==> config.mk <==
export PLATFORM = sky130hd
export DESIGN_NAME = bus_arbiter_rr
export DESIGN_NICKNAME = d
export VERILOG_FILES = /design/src/rtl/bus_arbiter_rr.sv
export SDC_FILE = /design/constraint.sdc
export NUM_CORES = 1
export LEC_CHECK = 0
export CORE_MARGIN = 4
export CORE_UTILIZATION = 40
export CTS_CLUSTER_DIAMETER = 80
export CTS_CLUSTER_SIZE = 24
export DETAILED_ROUTE_END_ITERATION = 10
export PLACE_DENSITY = 0.62
export REMOVE_ABC_BUFFERS = 1
export SLEW_MARGIN = 20
export SYNTH_ARGS = -nofsm -noshare
export SYNTH_HDL_FRONTEND = slang
export SYNTH_SLANG_ARGS = --single-unit
==> constraint.sdc <==
create_clock -name clk -period 1.8 [get_ports clk]
set_clock_uncertainty 0.2 [all_clocks]
set_input_delay 0.54 -clock clk [delete_from_list [all_inputs] [get_ports clk]]
set_output_delay 0.54 -clock clk [all_outputs]
set_load 0.01 [all_outputs]
==> src/rtl/bus_arbiter_rr.sv <==
// Two-master bus arbiter: grants ownership, sequences each transfer from strobe
// to slave ready, and terminates hung transfers with a forced ready plus error.
module bus_arbiter_rr #(
    parameter int POLICY         = 0,
    parameter int TIMEOUT_CYCLES = 64,
    parameter int CNT_W          = 7
) (
    input  logic clk,
    input  logic rst,
    input  logic req_m0,
    input  logic req_m1,
    input  logic as_m0,
    input  logic as_m1,
    input  logic ready_i,
    output logic grant_m0,
    output logic grant_m1,
    output logic owner_o,
    output logic ready_o,
    output logic busy_o,
    output logic err_o
);

    typedef enum logic [1:0] {
        IDLE     = 2'd0,
        OWN      = 2'd1,
        XFER     = 2'd2,
        HANDOVER = 2'd3
    } state_t;

    localparam logic [CNT_W-1:0] WD_LAST = CNT_W'(TIMEOUT_CYCLES - 1);
    localparam logic [CNT_W-1:0] WD_ONE  = CNT_W'(1);

    state_t           state_q, state_d;
    logic             owner_q, owner_d;
    logic             last_owner_q, last_owner_d;
    logic [CNT_W-1:0] wd_q, wd_d;
    logic             grant_m0_q, grant_m1_q, busy_q;

    logic req_own_s, req_oth_s, as_own_s;
    logic timeout_s, done_s, handover_ok_s;

    assign req_own_s = owner_q ? req_m1 : req_m0;
    assign req_oth_s = owner_q ? req_m0 : req_m1;
    assign as_own_s  = owner_q ? as_m1  : as_m0;

    assign timeout_s = (state_q == XFER) && (wd_q == WD_LAST);
    assign done_s    = ((state_q == XFER) && ready_i) || timeout_s;

    // Under fixed priority only master 1 may take the bus from a finishing master 0.
    assign handover_ok_s = req_oth_s && ((POLICY == 0) || (owner_q == 1'b0));

    // Next-state, owner selection and watchdog update.
    always_comb begin
        state_d      = state_q;
        owner_d      = owner_q;
        last_owner_d = last_owner_q;
        wd_d         = wd_q;
        case (state_q)
            IDLE: begin
                if (req_m0 || req_m1) begin
                    state_d = OWN;
                    if (req_m0 && req_m1) begin
                        owner_d = (POLICY == 1) ? 1'b1 : ~last_owner_q;
                    end else begin
                        owner_d = req_m1;
                    end
                end else begin
                    state_d = IDLE;
                end
            end
            OWN: begin
                if (as_own_s) begin
                    state_d = XFER;
                    wd_d    = '0;
                end else if (!req_own_s) begin
                    state_d = IDLE;
                end else begin
                    state_d = OWN;
                end
            end
            XFER: begin
                wd_d = wd_q + WD_ONE;
                if (done_s) begin
                    last_owner_d = owner_q;
                    if (handover_ok_s) begin
                        state_d = HANDOVER;
                    end else if (req_own_s) begin
                        state_d = OWN;
                    end else begin
                        state_d = IDLE;
                    end
                end else begin
                    state_d = XFER;
                end
            end
            HANDOVER: begin
                if (req_oth_s) begin
                    state_d = OWN;
                    owner_d = ~owner_q;
                end else begin
                    state_d = IDLE;
                end
            end
            default: begin
                state_d = IDLE;
            end
        endcase
    end

    // State, ownership history, watchdog and registered grant/busy outputs.
    always_ff @(posedge clk or posedge rst) begin
        if (rst) begin
            state_q      <= IDLE;
            owner_q      <= 1'b0;
            last_owner_q <= 1'b1;
            wd_q         <= '0;
            grant_m0_q   <= 1'b0;
            grant_m1_q   <= 1'b0;
            busy_q       <= 1'b0;
        end else begin
            state_q      <= state_d;
            owner_q      <= owner_d;
            last_owner_q <= last_owner_d;
            wd_q         <= wd_d;
            grant_m0_q   <= ((state_d == OWN) || (state_d == XFER)) && (owner_d == 1'b0);
            grant_m1_q   <= ((state_d == OWN) || (state_d == XFER)) && (owner_d == 1'b1);
            busy_q       <= (state_d == XFER);
        end
    end

    // Ready and error must appear in the completion cycle itself, so they stay combinational.
    assign ready_o  = done_s;
    assign err_o    = timeout_s && !ready_i;
    assign grant_m0 = grant_m0_q;
    assign grant_m1 = grant_m1_q;
    assign busy_o   = busy_q;
    assign owner_o  = owner_q;

endmodule
==> reports/results.txt <==
Port Buffer Count -> 12
Met2 wire length -> 1.24 mm
Unrepaired setup endpoints after global routing -> yes
Commonest non-fill, non-tap cells in the layout -> 25 x buf_4, 12 x dfrtp_1, 11 x nand2_1
Top_reg_cell synth -> dfrtp_1
Crit-path leading delay family -> flip-flops
Crit path kind -> flip-flop to primary output
Power, Total -> 0.00192 W
Crit path max-delay cell type -> dfrtp_1
Post-Syn Area -> 828 sq um
Fin. Hold Viols -> 0
Placed insts -> 149
# DRC -> 0
# Max-Cap Violations -> 0
Final setup margin -> -0.447 ns
Final wirelength -> 2.44 mm
Setup violations, final -> 6
Peak supply drop -> 1.10 mV
Most common cell after layout, fill and taps aside -> buf_4
Layout cell share with drive strength beyond 1 -> 46.6%
Drt wl/cell -> 15.4 um
Final Core Density -> 72.3%
Final-report max-slew violation count -> 0
Largest net degree at the start of global routing -> 15
Fin Hold WS -> 0.332 ns
Syn Area/Cell -> 9.52 sq um
Vias in the first global route -> 831
GPL Wtd Cong -> 0.719
Worst Path Required -> 1.06 ns
Status -> finished with violations
Seq/Total Area, Yosys -> 42.4%
CTS tree -> built
Antenna-violating nets left -> 0
Highest metal used -> met4
Flop2flop setup slack -> -0.18 ns
Root buf cell -> clkbuf_4
Diodes inserted -> 0
CTS clk-pin slew, worst paths -> 0.09 ns
Total GRT Usage -> 17.8%
Cts hold-fix bufs -> 0
Die width -> 53.5 um
Clock Tree Buf Depth -> 2
CP Max Fanout -> 2
# rows -> 16
Area growth syn-to-layout -> 71.1%
Crit-path max cell delay -> 0.41 ns
Worst-margin pin slew -> 0.334 ns
Crit end category -> primary output
Die Height -> 53.5 um
Fmax -> 0.445 GHz
Crit path launch type -> flip-flop
Critical Path AT -> 1.51 ns
Yosys warns -> 0
CP bufs+invs -> 1
Period minus WS final -> 2.25 ns
Number of buffers created by CTS -> 3
Yosys cell types -> 31
Detailed placer's ending HPWL -> 1.39 mm
Post-route cell area -> 1420 sq um
Vias -> 811
Post-DP Area -> 1160 sq um
Starting Density -> 42.2%
Max H-tree Level -> 1
First-pass GRT wire length -> 3.59 mm
Core area -> 1960 sq um
Initial drt markers -> 22
Wire length on met3 -> 134 um
Crit path cell chain -> ha_4 -> nand3_4 -> o31ai_4 -> and2_4 -> buf_6
Pleak -> 0.661 nW
Worst r2r src -> state_q[1]
Metal-1 WL -> 999 um
Die area -> 2860 sq um
Pwr Density -> 1350 nW/um^2
Non-filler instance count after layout -> 158
Worst Hold Class -> input port to asynchronous set/reset pin
Asr flop ratio synth -> 100%
Post-synth EDFFs -> 0
Crit share post-route -> 125%
Layout net count -> 145
Worst Reg-to-Reg Cells -> 8
Pre-antenna DRT Iters -> 4
Max-slew headroom -> 77.1%
Ports -> 13
Sinks on the clock net -> 14
Synth Register Bits -> 14
Clock Latency Late Sink -> 0.29 ns
Failing checks -> negative setup slack
Vias per Instance -> 5.13
Synth Instances -> 87
Antenna violations before repair -> 0
FF-to-FF End -> grant_m1
Grt total ovfl -> 0
[kinds of logic (layout without fill, tap and decap cells)]
| kind of cell | after synthesis | count (layout) | synth area share [%] |
|---|---|---|---|
| AO/OA/AOI/OAI | 21 | 21 | 18.3 |
| adder cells (fa/ha/maj) | 6 | 6 | 9.06 |
| buffers and inverters | 12 | 56 | 6.49 |
| flip-flops | 14 | 14 | 42.4 |
| multiplexers | 4 | 4 | 5.59 |
| AND/OR/NAND/NOR | 30 | 30 | 18.1 |
[cells in the mapped netlist, types with 2 or more instances]
library cell / number / area share, %
a21oi_1: 5 / 3.0
a221o_1: 2 / 2.4
a32oi_1: 2 / 2.1
and3_1: 3 / 2.3
dfrtp_1: 13 / 39
ha_1: 6 / 9.1
inv_1: 9 / 4.1
mux2i_1: 2 / 2.4
nand2_1: 11 / 5.0
nand3_1: 3 / 1.8
nor2_1: 2 / 0.91
nor2b_1: 4 / 3.0
nor3_1: 3 / 1.8
o211ai_1: 3 / 2.7
o21ai_0: 3 / 1.8
[worst reg2reg max path, cell delays in order (launching register included)]
cell and delay (ns):
dfrtp_1 0.43, buf_6 0.15, ha_4 0.15, nor2b_4 0.13, a221oi_2 0.27, a21o_2 0.13, o21a_1 0.15, ha_4 0.21
nor2b_1 0.10
[flip-flops by register name (all words and copies together) (netlist names)]
name and cells:
wd_q 7, state_q 2, busy_o 1, grant_m0 1, grant_m1 1, last_owner_q 1
owner_o 1
[layout make-up]
| cell class | instances | area (sq um) |
|---|---|---|
| multi-input cells | 61 | 592 |
| fillers | 154 | 544 |
| repair buffers | 43 | 367 |
| flip-flops and latches | 14 | 353 |
| clock buffers | 4 | 36.3 |
| inverters | 9 | 36.3 |
| well taps | 27 | 33.8 |
[metal layers]
layer,track usage (%),up-vias
li1,-,399
met1,20.9,377
met2,30.2,27
met3,6.20,8
met4,5.53,0
met5,0,-
[how the worst max path moves through the flow]
stage / cells past startpoint / to / start / slack (ns)
2_1_floorplan: 4 / ready_o / wd_q[0] / -0.14
3_3_place_gp: 5 / ready_o / ready_i / -0.82
3_5_place_dp: 5 / ready_o / ready_i / -0.80
4_1_cts: 5 / ready_o / wd_q[1] / -0.44
5_1_grt: 5 / ready_o / wd_q[0] / -0.51
6_report: 5 / ready_o / wd_q[0] / -0.45
[report_power, final]
part,switching (W),internal (W)
logic,0.000578,0.000638
registers,0.0000544,0.000410
clock network,0.000115,0.000123
[through the flow]
| step | setup TNS, ns | worst slack, ns |
|---|---|---|
| final | -1.41 | -0.447 |
| after detailed placement | -6.67 | -0.799 |
| after global placement | -6.44 | -0.817 |
| after CTS | -1.21 | -0.444 |
| after floorplan | -0.415 | -0.140 |
| after global routing | -1.72 | -0.507 |
[what timing repair did]
item,4_1_cts,5_1_grt
buffers inserted,3,2
resized for setup,35,21
pin swaps,12,11
hold endpoints to repair,0,0
endpoints found under the setup margin,18,11
(Power assumes the default switching activity.)
